### src/rtl/shift_add_mult_ctrl_pkg.sv
// Shared types and helpers for the shift-and-add multiplier controller:
// state encoding, counter sizing and the full-adder cell used by the ripple adder.
package shift_add_mult_ctrl_pkg;

  typedef enum logic [1:0] {
    S_IDLE  = 2'd0,
    S_ADD   = 2'd1,
    S_SHIFT = 2'd2,
    S_DONE  = 2'd3
  } state_t;

  localparam int DEFAULT_WIDTH = 4;

  // Step counter must hold 0..width-1; a 1-bit operand still needs a 1-bit counter.
  function automatic int cntWidth(input int w);
    if (w > 1) begin
      return $clog2(w);
    end else begin
      return 1;
    end
  endfunction

  // One full-adder cell: returns {carryOut, sum}.
  function automatic logic [1:0] fullAdd(input logic a, input logic b, input logic cin);
    logic s;
    logic c;
    s = a ^ b ^ cin;
    c = (a & b) | (cin & (a ^ b));
    return {c, s};
  endfunction

endpackage

### src/rtl/shift_add_mult_ctrl_adder.sv
// Combinational ripple-carry adder built from chained full-adder cells.
// Shared by the multiplier controller for every partial-product add.
module ripple_adder4
  import shift_add_mult_ctrl_pkg::*;
#(
  parameter int WIDTH = DEFAULT_WIDTH
) (
  output logic [WIDTH-1:0] sum,
  output logic             cout,
  input  logic [WIDTH-1:0] a,
  input  logic [WIDTH-1:0] b,
  input  logic             cin
);

  logic [1:0] cell_s;
  logic       carry_s;

  // Walk the carry from bit 0 upward through one full-adder cell per bit.
  always_comb begin
    sum     = '0;
    cell_s  = 2'b00;
    carry_s = cin;
    for (int i = 0; i < WIDTH; i++) begin
      cell_s  = fullAdd(a[i], b[i], carry_s);
      sum[i]  = cell_s[0];
      carry_s = cell_s[1];
    end
    cout = carry_s;
  end

endmodule

### src/rtl/shift_add_mult_ctrl.sv
// Shift-and-add unsigned multiplier sequencer (A/Q/C algorithm) around one shared
// ripple adder, with a start/busy/done handshake and a held product register.
module shift_add_mult_ctrl
  import shift_add_mult_ctrl_pkg::*;
#(
  parameter int WIDTH = DEFAULT_WIDTH
) (
  input  logic                 clk,
  input  logic                 rstN,
  input  logic                 start,
  input  logic [WIDTH-1:0]     multiplicand,
  input  logic [WIDTH-1:0]     multiplier,
  output logic                 busy,
  output logic                 done,
  output logic [2*WIDTH-1:0]   product
);

  localparam int               CNT_W    = cntWidth(WIDTH);
  localparam logic [CNT_W-1:0] CNT_LAST = CNT_W'(WIDTH - 1);

  state_t               state_r;
  state_t               nextState_s;
  logic [WIDTH-1:0]     a_r;
  logic [WIDTH-1:0]     q_r;
  logic [WIDTH-1:0]     m_r;
  logic                 carry_r;
  logic [CNT_W-1:0]     cnt_r;
  logic [WIDTH-1:0]     sum_s;
  logic                 cout_s;
  logic                 busy_r;
  logic                 done_r;
  logic [2*WIDTH-1:0]   product_r;

  ripple_adder4 #(.WIDTH(WIDTH)) uAdder (
    .sum  (sum_s),
    .cout (cout_s),
    .a    (a_r),
    .b    (m_r),
    .cin  (1'b0)
  );

  // State register.
  always_ff @(posedge clk or negedge rstN) begin
    if (!rstN) begin
      state_r <= S_IDLE;
    end else begin
      state_r <= nextState_s;
    end
  end

  // Next-state decode; start is only honoured in IDLE.
  always_comb begin
    nextState_s = S_IDLE;
    case (state_r)
      S_IDLE: begin
        if (start) begin
          nextState_s = S_ADD;
        end else begin
          nextState_s = S_IDLE;
        end
      end
      S_ADD:   nextState_s = S_SHIFT;
      S_SHIFT: begin
        if (cnt_r == CNT_LAST) begin
          nextState_s = S_DONE;
        end else begin
          nextState_s = S_ADD;
        end
      end
      S_DONE:  nextState_s = S_IDLE;
      default: nextState_s = S_IDLE;
    endcase
  end

  // Handshake flags are registered from the next state so they track state exactly.
  always_ff @(posedge clk or negedge rstN) begin
    if (!rstN) begin
      busy_r <= 1'b0;
      done_r <= 1'b0;
    end else begin
      busy_r <= (nextState_s == S_ADD) || (nextState_s == S_SHIFT);
      done_r <= (nextState_s == S_DONE);
    end
  end

  // A/Q/M/C/cnt datapath and product capture.
  always_ff @(posedge clk or negedge rstN) begin
    if (!rstN) begin
      a_r       <= '0;
      q_r       <= '0;
      m_r       <= '0;
      carry_r   <= 1'b0;
      cnt_r     <= '0;
      product_r <= '0;
    end else begin
      case (state_r)
        S_IDLE: begin
          if (start) begin
            m_r     <= multiplicand;
            q_r     <= multiplier;
            a_r     <= '0;
            carry_r <= 1'b0;
            cnt_r   <= '0;
          end else begin
            cnt_r   <= cnt_r;
          end
        end
        S_ADD: begin
          if (q_r[0]) begin
            a_r     <= sum_s;
            carry_r <= cout_s;
          end else begin
            carry_r <= 1'b0;
          end
        end
        S_SHIFT: begin
          a_r     <= {carry_r, a_r[WIDTH-1:1]};
          q_r     <= {a_r[0], q_r[WIDTH-1:1]};
          carry_r <= 1'b0;
          // Capture the final shifted {A,Q} now so product is valid alongside done.
          if (cnt_r == CNT_LAST) begin
            product_r <= {carry_r, a_r, q_r[WIDTH-1:1]};
          end else begin
            cnt_r <= cnt_r + CNT_W'(1);
          end
        end
        S_DONE: begin
          cnt_r <= '0;
        end
        default: begin
          cnt_r <= '0;
        end
      endcase
    end
  end

  assign busy    = busy_r;
  assign done    = done_r;
  assign product = product_r;

endmodule

### config.mk
export PLATFORM = sky130hd
export DESIGN_NAME = shift_add_mult_ctrl
export DESIGN_NICKNAME = d
export VERILOG_FILES = /design/src/rtl/shift_add_mult_ctrl_pkg.sv /design/src/rtl/shift_add_mult_ctrl_adder.sv /design/src/rtl/shift_add_mult_ctrl.sv
export SDC_FILE = /design/constraint.sdc
export NUM_CORES = 1
export LEC_CHECK = 0
export CAP_MARGIN = 20
export CORE_ASPECT_RATIO = 0.7
export CORE_MARGIN = 4
export CORE_UTILIZATION = 23
export CTS_CLUSTER_DIAMETER = 150
export DETAILED_ROUTE_END_ITERATION = 6
export PLACE_DENSITY = 0.42
export RECOVER_POWER = 50
export REMOVE_ABC_BUFFERS = 1
export SKIP_CTS_REPAIR_TIMING = 1
export SYNTH_ARGS = -nofsm -noshare
export SYNTH_HDL_FRONTEND = slang
export SYNTH_SLANG_ARGS = --single-unit
### constraint.sdc
create_clock -name clk -period 2.4 [get_ports clk]
set_input_delay 0.6 -clock clk [delete_from_list [all_inputs] [get_ports clk]]
set_output_delay 0.6 -clock clk [all_outputs]
set_load 0.03 [all_outputs]
# Word-level counts from Yosys, hierarchy flattened
# Cells that the tools add are included.
dict set report totals {
  reg_bits 27
  in_bits 11
}
dict set report classes {
  n_addsub 1
  eq_ne 10
  n_mux 14
  n_bitwise 17
  reduce_logical 11
}
# op n
set op_table {}
lappend op_table {{two-way mux 4 bit} 3}
lappend op_table {{case mux 4 bit (3 select lines)} 1}
lappend op_table {{== test 2 bit (second input constant)} 5}
lappend op_table {{case mux 2 bit (4 select lines)} 1}
lappend op_table {{case mux 4 bit (2 select lines)} 1}
lappend op_table {{AND reduction 2 bit} 4}
lappend op_table {{AND 1 bit} 7}
lappend op_table {{XOR 1 bit} 7}
lappend op_table {{two-way mux 2 bit} 3}
lappend op_table {{inequality test 2 bit (second input constant)} 3}
lappend op_table {{case mux 2 bit (3 select lines)} 1}
lappend op_table {{AND reduction 3 bit} 2}
lappend op_table {{nonzero test 3 bit} 2}
lappend op_table {{== test 2 x 1 -> 1 bit (second input constant)} 2}
lappend op_table {{two-way mux 1 bit} 3}
lappend op_table {{bitwise OR 1 bit} 3}
lappend op_table {{case mux 1 bit (3 select lines)} 1}
lappend op_table {{adder 2 x 1 -> 2 bit (second input constant)} 1}
lappend op_table {{zero test 2 bit} 1}
lappend op_table {{nonzero test 2 bit} 1}
lappend op_table {{logical OR 1 bit} 1}

# Logic depth before layout (Yosys ltp)
# Gate-level depths: netlist of run 1.
dict set report depth {
  ltp_word 9
  ltp_mapped 7
  mapped_depth_nobuf 7
}

# Modules after synthesis
# A second synthesis of run 1 with hierarchy kept.
dict set report unflattened {
  cells_unflattened 117
  hier_area_um2 1445.1
}
# module n_inst cells_each area_each_um2 seq_area_each_um2
set modules_own_cells {}
lappend modules_own_cells {shift_add_mult_ctrl 1 103 1327.5 675.6}
lappend modules_own_cells {ripple_adder4 1 14 117.6 0.0}

# Worst setup path before layout of run 1
# Ideal clock, no wire load.
dict set report synth_timing {
  path_kind {register -> register}
  from {register a_r[0]}
  to {register a_r[3]}
  t_arrival_ps 2210
  setup_slack_ps 66
  path_stages_with_launch 8
  path_buffers 0
  path_cell_list {dfrtp_1 -> ha_1 -> fa_1 -> fa_1 -> fa_1 -> a22oi_1 -> nor2b_1 -> mux2_2}
}
dict set report synth_between {
  elab_chain_len 8
}
# item line_no
set synth_lines {}
lappend synth_lines {{start: declaration} shift_add_mult_ctrl.sv:23} ;# logic [WIDTH-1:0] a_r;
lappend synth_lines {{start signal: assignment} shift_add_mult_ctrl.sv:110} ;# a_r <= sum_s;
lappend synth_lines {{start signal: assignment} shift_add_mult_ctrl.sv:117} ;# a_r <= {carry_r, a_r[WIDTH-1:1]};
lappend synth_lines {{AND 1 bit (2 in a row)} shift_add_mult_ctrl_pkg.sv:28} ;# c = (a & b) | (cin & (a ^ b));
lappend synth_lines {{bitwise OR 1 bit} shift_add_mult_ctrl_pkg.sv:28}
lappend synth_lines {{AND 1 bit} shift_add_mult_ctrl_pkg.sv:28}
lappend synth_lines {{bitwise OR 1 bit} shift_add_mult_ctrl_pkg.sv:28}
lappend synth_lines {{XOR 1 bit} shift_add_mult_ctrl_pkg.sv:27} ;# s = a ^ b ^ cin;
lappend synth_lines {{two-way mux 4 bit} shift_add_mult_ctrl.sv:109} ;# if (q_r[0]) begin
lappend synth_lines {{case mux 4 bit (3 select lines)} shift_add_mult_ctrl.sv:96} ;# case (state_r)
# No other way between the ends. The select of a mux whose other input is x is not followed.
# A chain may end at the register's enable or synchronous reset.

# Worst setup path in the final report of run 1
# Ends and elaborated chain as after synthesis.

==> results of run 1 <==
[layer usage]
| layer | vias up | global-route usage | wire length (um) |
|---|---|---|---|
| li1 | 397 | - | - |
| met1 | 379 | 0.1123 | 1368 |
| met2 | 19 | 0.1147 | 1108 |
| met3 | 2 | 0.02562 | 106 |
| met4 | 0 | 0.02458 | 27 |
| met5 | - | 0 | 0 |
[per-stage QoR]
stage | setup TNS, ns | hold WS, ns
floorplan | 0 | 0.3044
global placement | 0 | 0.4873
detailed placement | -0.005679 | 0.4927
CTS | -0.02005 | 0.5134
global route | 0 | 0.5276
finish | 0 | 0.5061
[area by class of cell]
| class | instances | area (um^2) | share of cell area |
|---|---|---|---|
| repair buffers | 24 | 227.7 | 0.1375 |
| clock buffers | 4 | 45.04 | 0.02719 |
| flip-flops and latches | 27 | 675.6 | 0.4079 |
| multi-input cells | 65 | 606.8 | 0.3663 |
| well taps | 72 | 90.09 | 0.05438 |
| inverters | 3 | 11.26 | 0.006798 |
[worst min-delay path by stage]
stage	startpoint	endpoint	slack (ns)	cells after the start
floorplan	rstN	a_r[0]	0.30	0
global placement	product[6]	product[6]	0.49	1
detailed placement	q_r[1]	q_r[1]	0.49	2
CTS	product[2]	product[2]	0.51	1
global route	product[2]	product[2]	0.53	1
finish	q_r[1]	q_r[1]	0.51	2
[flip-flops by register name (all words and copies together) (netlist names)]
signal	count
product	8
m_r	4
a_r	4
cnt_r	2
state_r	2
busy	1
carry_r	1
done	1
q_r	4
[report_power, final]
| group | total, uW | switching, uW | internal [uW] |
|---|---|---|---|
| Clock | 258 | 139 | 119 |
| Sequential | 726 | 123 | 602 |
| Combinational | 727 | 363 | 363 |
| Total | 1710 | 626 | 1080 |
[kinds of logic (layout without fill, tap and decap cells)]
| group | Yosys count | count (layout) | share of synthesized area |
|---|---|---|---|
| AOI/OAI and AO/OA | 15 | 15 | 0.07330 |
| adders and majority gates | 10 | 10 | 0.1138 |
| buffers and inverters | 5 | 31 | 0.02121 |
| DFF | 27 | 27 | 0.5207 |
| muxes | 21 | 21 | 0.1774 |
| and+or+nand+nor | 19 | 19 | 0.09355 |
[synthesized netlist by cell type]
cell      instances  area (um^2)
inv_1             3        11.26
mux2_2           16        180.2
nand2_2           1        6.260
nand3b_1          1        7.510
o311ai_0          1        8.760
fa_1              3        60.06
buf_2             1        5.000
nor2b_1           4        25.02
nand3_1           4        20.02
and2b_4           1        10.01
dfrtp_1          27        675.7
buf_6             1        11.26
a22oi_1           4        30.03
o311ai_1          1        8.760
o21ai_0           8        40.04
or3b_1            1        8.760
nor3_4            1        16.27
nor2b_2           1        8.760
ha_1              7        87.58
mux2i_1           5        50.05
o31ai_1           1        7.510
nand2_1           5        18.77
[tightest hold or removal path, cell delays in order, from the launching register on]
cell	delay [ns]
dfrtp_1	0.37
nand2_1	0.05
o21ai_0	0.06
==> results by group, run 1 <==
Cells and area
  • Non-filler instance count after layout: 195
  • Most common cell after layout, fill and taps aside: dfrtp_1
  • Ratio of cells with drive above 1 in the final layout: 0.2520
  • Commonest non-fill, non-tap cells in the layout: 27 x dfrtp_1, 18 x clkdlybuf4s50_1, 16 x mux2_2, 8 x o21ai_0, 6 x ha_1
  • Final instance area: 1657 um^2
  • Synth-to-layout area growth: 27.68%
  • Number of diodes: 0
  • Final core occ: 0.3102
  • Nets: 145
  • Filler cells: 555

Setup path
  • Critical Path Stages: 7
  • Maximum fanout along the worst path: 2
  • Beginning of the critical path: a_r[0]
  • CP startpoint kind: flop
  • Dominant cell type by count on the critical path: fa_2
  • CP delay by family, top: adder cells
  • Max stage delay on crit path: 0.45 ns
  • Arrival @ worst endpoint: 2.47 ns
  • Worst R2R Setup Slack: 0.09 ns
  • CP Data Required Time: 2.56 ns
  • Crit. End Element: flop
  • Crit path capture: a_r[3]
  • FF-to-FF End: a_r[3]
  • CP max-delay cell: fa_1
  • CP Cell Sequence: ha_2, fa_2, fa_2, fa_1, a22oi_2, nor2b_1, mux2_2
  • WP buf/inv: 0
  • FF-to-FF Start: a_r[0]
  • R2R cell count: 7
  • CP Class: flop to flop

Job
  • Maxcap violations: 0

Synth
  • Cell count after synthesis: 97
  • Yosys warnings: 0
  • Synth Cell Area: 1297 um^2
  • #FFs+latches synth: 27
  • Avg Cell Area, Syn: 13.38 um^2
  • Netlist cell types: 22
  • Seq/Total Area, Yosys: 0.5207

Clock network
  • CTS tree: built
  • Clk_lat worst skew: 0.27 ns
  • Root Buffer: clkbuf_8
  • Register clock-pin slew on the reported worst setup and hold paths: 0.09 ns
  • Clk sink count: 27
  • TritonCTS buffer count: 3
  • Clock Tree Buf Depth: 2
  • H-tree depth: 1

Timing
  • Worst Slack Setup Final: 0.09051 ns
  • RSZ-0062 raised after global routing: no
  • Period utilization: 0.9623
  • Slew Limit Fails: 0
  • # setup viols final: 0
  • Tmin final: 2.309 ns
  • Fmax: 433.0 MHz
  • Final Hold Viols: 0
  • Rel. slew slack: 0.5393
  • Least-Margin Pin Slew: 0.6910 ns
  • Worst Clk Skew: 0.003598 ns

Detailed routing
  • Routed wire length: 2.611 mm
  • DRT iter0 DRCs: 20
  • Antenna violation net count after detailed routing: 0
  • DR DRC count: 0
  • Mean routed wirelength per cell: 13.39 um
  • Vias: 797
  • Drt pass-1 iters: 4
  • Vias/cell: 4.087

Global route
  • GR Overflow Total: 0
  • GRT Util Overall: 0.07920
  • First-pass GRT wire length: 4.326 mm
  • Vias in the first global route: 874
  • Initial antenna violation count: 0
  • Largest net degree at the start of global routing: 28

Pwr
  • Total Power: 1711 uW
  • Peak supply drop: 0.2926 mV
  • Pleak: 0.0007259 uW
  • P per Cell Area: 1033 nW/um^2

Place
  • Hpwl dp: 1.878 mm
  • Place WS: -0.005679 ns
  • PortBufs: 20
  • Placement Cell Area: 1602 um^2
  • Dpl cells: 191
  • Global placement routability congestion: 0.7049

Outcome
  • Status: finished, final reports clean

Die
  • Die area: 6926 um^2
  • Die Span Y: 70.84 um
  • Initial core utilization: 0.2430
  • Io pins: 21
  • Die X: 97.77 um
  • Core Footprint: 5340 um^2
  • Cell Rows: 22

Worst hold path
  • Worst hold-check path type: flop to flop
No activity file was read; power rests on OpenSTA's default activity.
==> inputs of run 2 (changes only) <==
Settings changed: TNS_END_PERCENT set to 20.
==> results of run 2 <==
Same layout as run 1: the final DEF is identical, and so are final timing and power.
==> inputs of run 3 (changes only) <==
Settings changed: CTS_BUF_LIST set to sky130_fd_sc_hd__clkbuf_4 sky130_fd_sc_hd__clkbuf_8, CTS_CLUSTER_SIZE set to 20.
==> run 3 against run 2 <==
  * Sequential share of layout area shrank 0.092 points
  * Register-to-register slack is essentially flat
  * Cell area grew 0.23%
  * Sequential power is essentially flat
  * First-iteration DRC count is the same
  * Critical path type unchanged
==> results by group, run 3 (same netlist as run 1, synthesis figures left out) <==
Global route
  • First-pass GRT wire length: 4.347 mm
  • Initial antenna violation count: 0
  • Vias in the first global route: 860
  • GRT Util Overall: 0.07982
  • GR Overflow Total: 0
  • Largest net degree at the start of global routing: 28

Place
  • Hpwl dp: 1.878 mm
  • PortBufs: 20
  • Global placement routability congestion: 0.7049

Pwr
  • Total Power: 1720 uW
  • Pleak: 0.0007294 uW
  • P per Cell Area: 1036 nW/um^2
  • Peak supply drop: 0.2931 mV

Worst hold path
  • Worst hold-check path type: flop to flop
  • Hold path endpoint: q_r[1]
  • Worst hold start: q_r[1]
  • Worst Hold Path Cells: 2

Cells and area
  • Max reg flops: 8
  • Commonest non-fill, non-tap cells in the layout: 27 x dfrtp_1, 18 x clkdlybuf4s50_1, 16 x mux2_2, 8 x o21ai_0, 6 x ha_1
  • Synth-to-layout area growth: 27.97%
  • Most common cell after layout, fill and taps aside: dfrtp_1
  • Nets: 145
  • Number of diodes: 0
  • Final core occ: 0.3109
  • Ratio of cells with drive above 1 in the final layout: 0.2602
  • Filler cells: 557

Job
  • Maxcap violations: 0

Detailed routing
  • Vias/cell: 4.072
  • Drt pass-1 iters: 4
  • Vias: 794
  • DRT iter0 DRCs: 20
  • Antenna violation net count after detailed routing: 0
  • Mean routed wirelength per cell: 13.36 um
  • DR DRC count: 0
  • Routed wire length: 2.605 mm

Timing
  • RSZ-0062 raised after global routing: no
  • Fmax: 432.7 MHz
  • WHS: 0.5056 ns
  • Period utilization: 0.9630
  • Slew Limit Fails: 0
  • Tmin final: 2.311 ns
  • # setup viols final: 0
  • Worst Clk Skew: 0.002964 ns
  • Least-Margin Pin Slew: 0.6902 ns
  • Final Hold Viols: 0
  • Rel. slew slack: 0.5399

Setup path
  • Dominant cell type by count on the critical path: fa_2
  • R2R cell count: 7
  • Arrival @ worst endpoint: 2.47 ns
  • CP max-delay cell: fa_1
  • Max stage delay on crit path: 0.45 ns
  • Maximum fanout along the worst path: 2
  • FF-to-FF Start: a_r[0]
  • CP Data Required Time: 2.56 ns
  • WP buf/inv: 0
  • FF-to-FF End: a_r[3]
  • Worst R2R Setup Slack: 0.09 ns
  • CP Class: flop to flop
  • CP Cell Sequence: ha_2, fa_2, fa_2, fa_1, a22oi_2, nor2b_1, mux2_2
  • Crit. End Element: flop
  • CP delay by family, top: adder cells
  • CP startpoint kind: flop
  • Beginning of the critical path: a_r[0]

Clock network
  • Root Buffer: clkbuf_8
  • Clk sink count: 27
  • Clk_lat worst skew: 0.27 ns
  • CTS tree: built
  • Clock Tree Buf Depth: 2
  • TritonCTS buffer count: 3
  • H-tree depth: 1
  • Register clock-pin slew on the reported worst setup and hold paths: 0.09 ns

Die
  • Core Footprint: 5340 um^2
  • Die X: 97.77 um
  • Cell Rows: 22
  • Die Span Y: 70.84 um
  • Die area: 6926 um^2
  • Initial core utilization: 0.2430
  • Io pins: 21

Outcome
  • Status: finished, final reports clean
## run 3: cell counts in the layout (fill, tap and decap cells not counted)
Identical to the previous run, type by type.
## run 3: how the worst max path moves through the flow
stage,end,slack [ns],cells after the start
after detailed placement,a_r[3],-0.006,7
after global placement,a_r[3],0.04,7
after global routing,a_r[3],0.009,7
after floorplan,a_r[3],0.07,7
final,a_r[3],0.09,7
after CTS,a_r[3],-0.02,7
## run 3: cell type report
class                           instances  area (um^2)  share of cell area
Sequential cell                        27        675.6              0.4069
Tap cell                               72        90.09             0.05426
Clock buffer                            4        48.80             0.02939
Inverter                                3        11.26            0.006782
Multi-Input combinational cell         65        606.8              0.3655
Timing Repair Buffer                   24        227.7              0.1372
## run 3: power breakdown
| part | total (uW) | switching [uW] | leakage [uW] | internal, uW |
|---|---|---|---|---|
| combinational | 723 | 360 | 0.000348 | 363 |
| sequential | 725 | 123 | 0.000355 | 602 |
| clock | 271 | 141 | 0.0000262 | 130 |
| total | 1720 | 625 | 0.000729 | 1100 |
## run 3: through the flow
stage / std cells / instance area (um^2) / setup WS [ns] / setup TNS, ns
4_1_cts: 195 / 1650 / -0.02058 / -0.02058
3_3_place_gp: 191 / 1602 / 0.03975 / 0
5_1_grt: 195 / 1660 / 0.009264 / 0
2_1_floorplan: 95 / 1281 / 0.06560 / 0
3_5_place_dp: 191 / 1602 / -0.005679 / -0.005679
6_report: 195 / 1660 / 0.08877 / 0
## run 3: tightest hold or removal path: cells and delay by family (launching register included)
family	cells	cell delay, ns
flops	1	0.37
compound gates	1	0.06
simple gates	1	0.05
## run 3: layer usage
| metal | track usage | vias to the layer above | part of all wire |
|---|---|---|---|
| li1 | - | 397 | - |
| met1 | 0.1148 | 378 | 0.53 |
| met2 | 0.1139 | 17 | 0.42 |
| met3 | 0.02562 | 2 | 0.043 |
| met4 | 0.02458 | 0 | 0.010 |
| met5 | 0 | - | 0 |
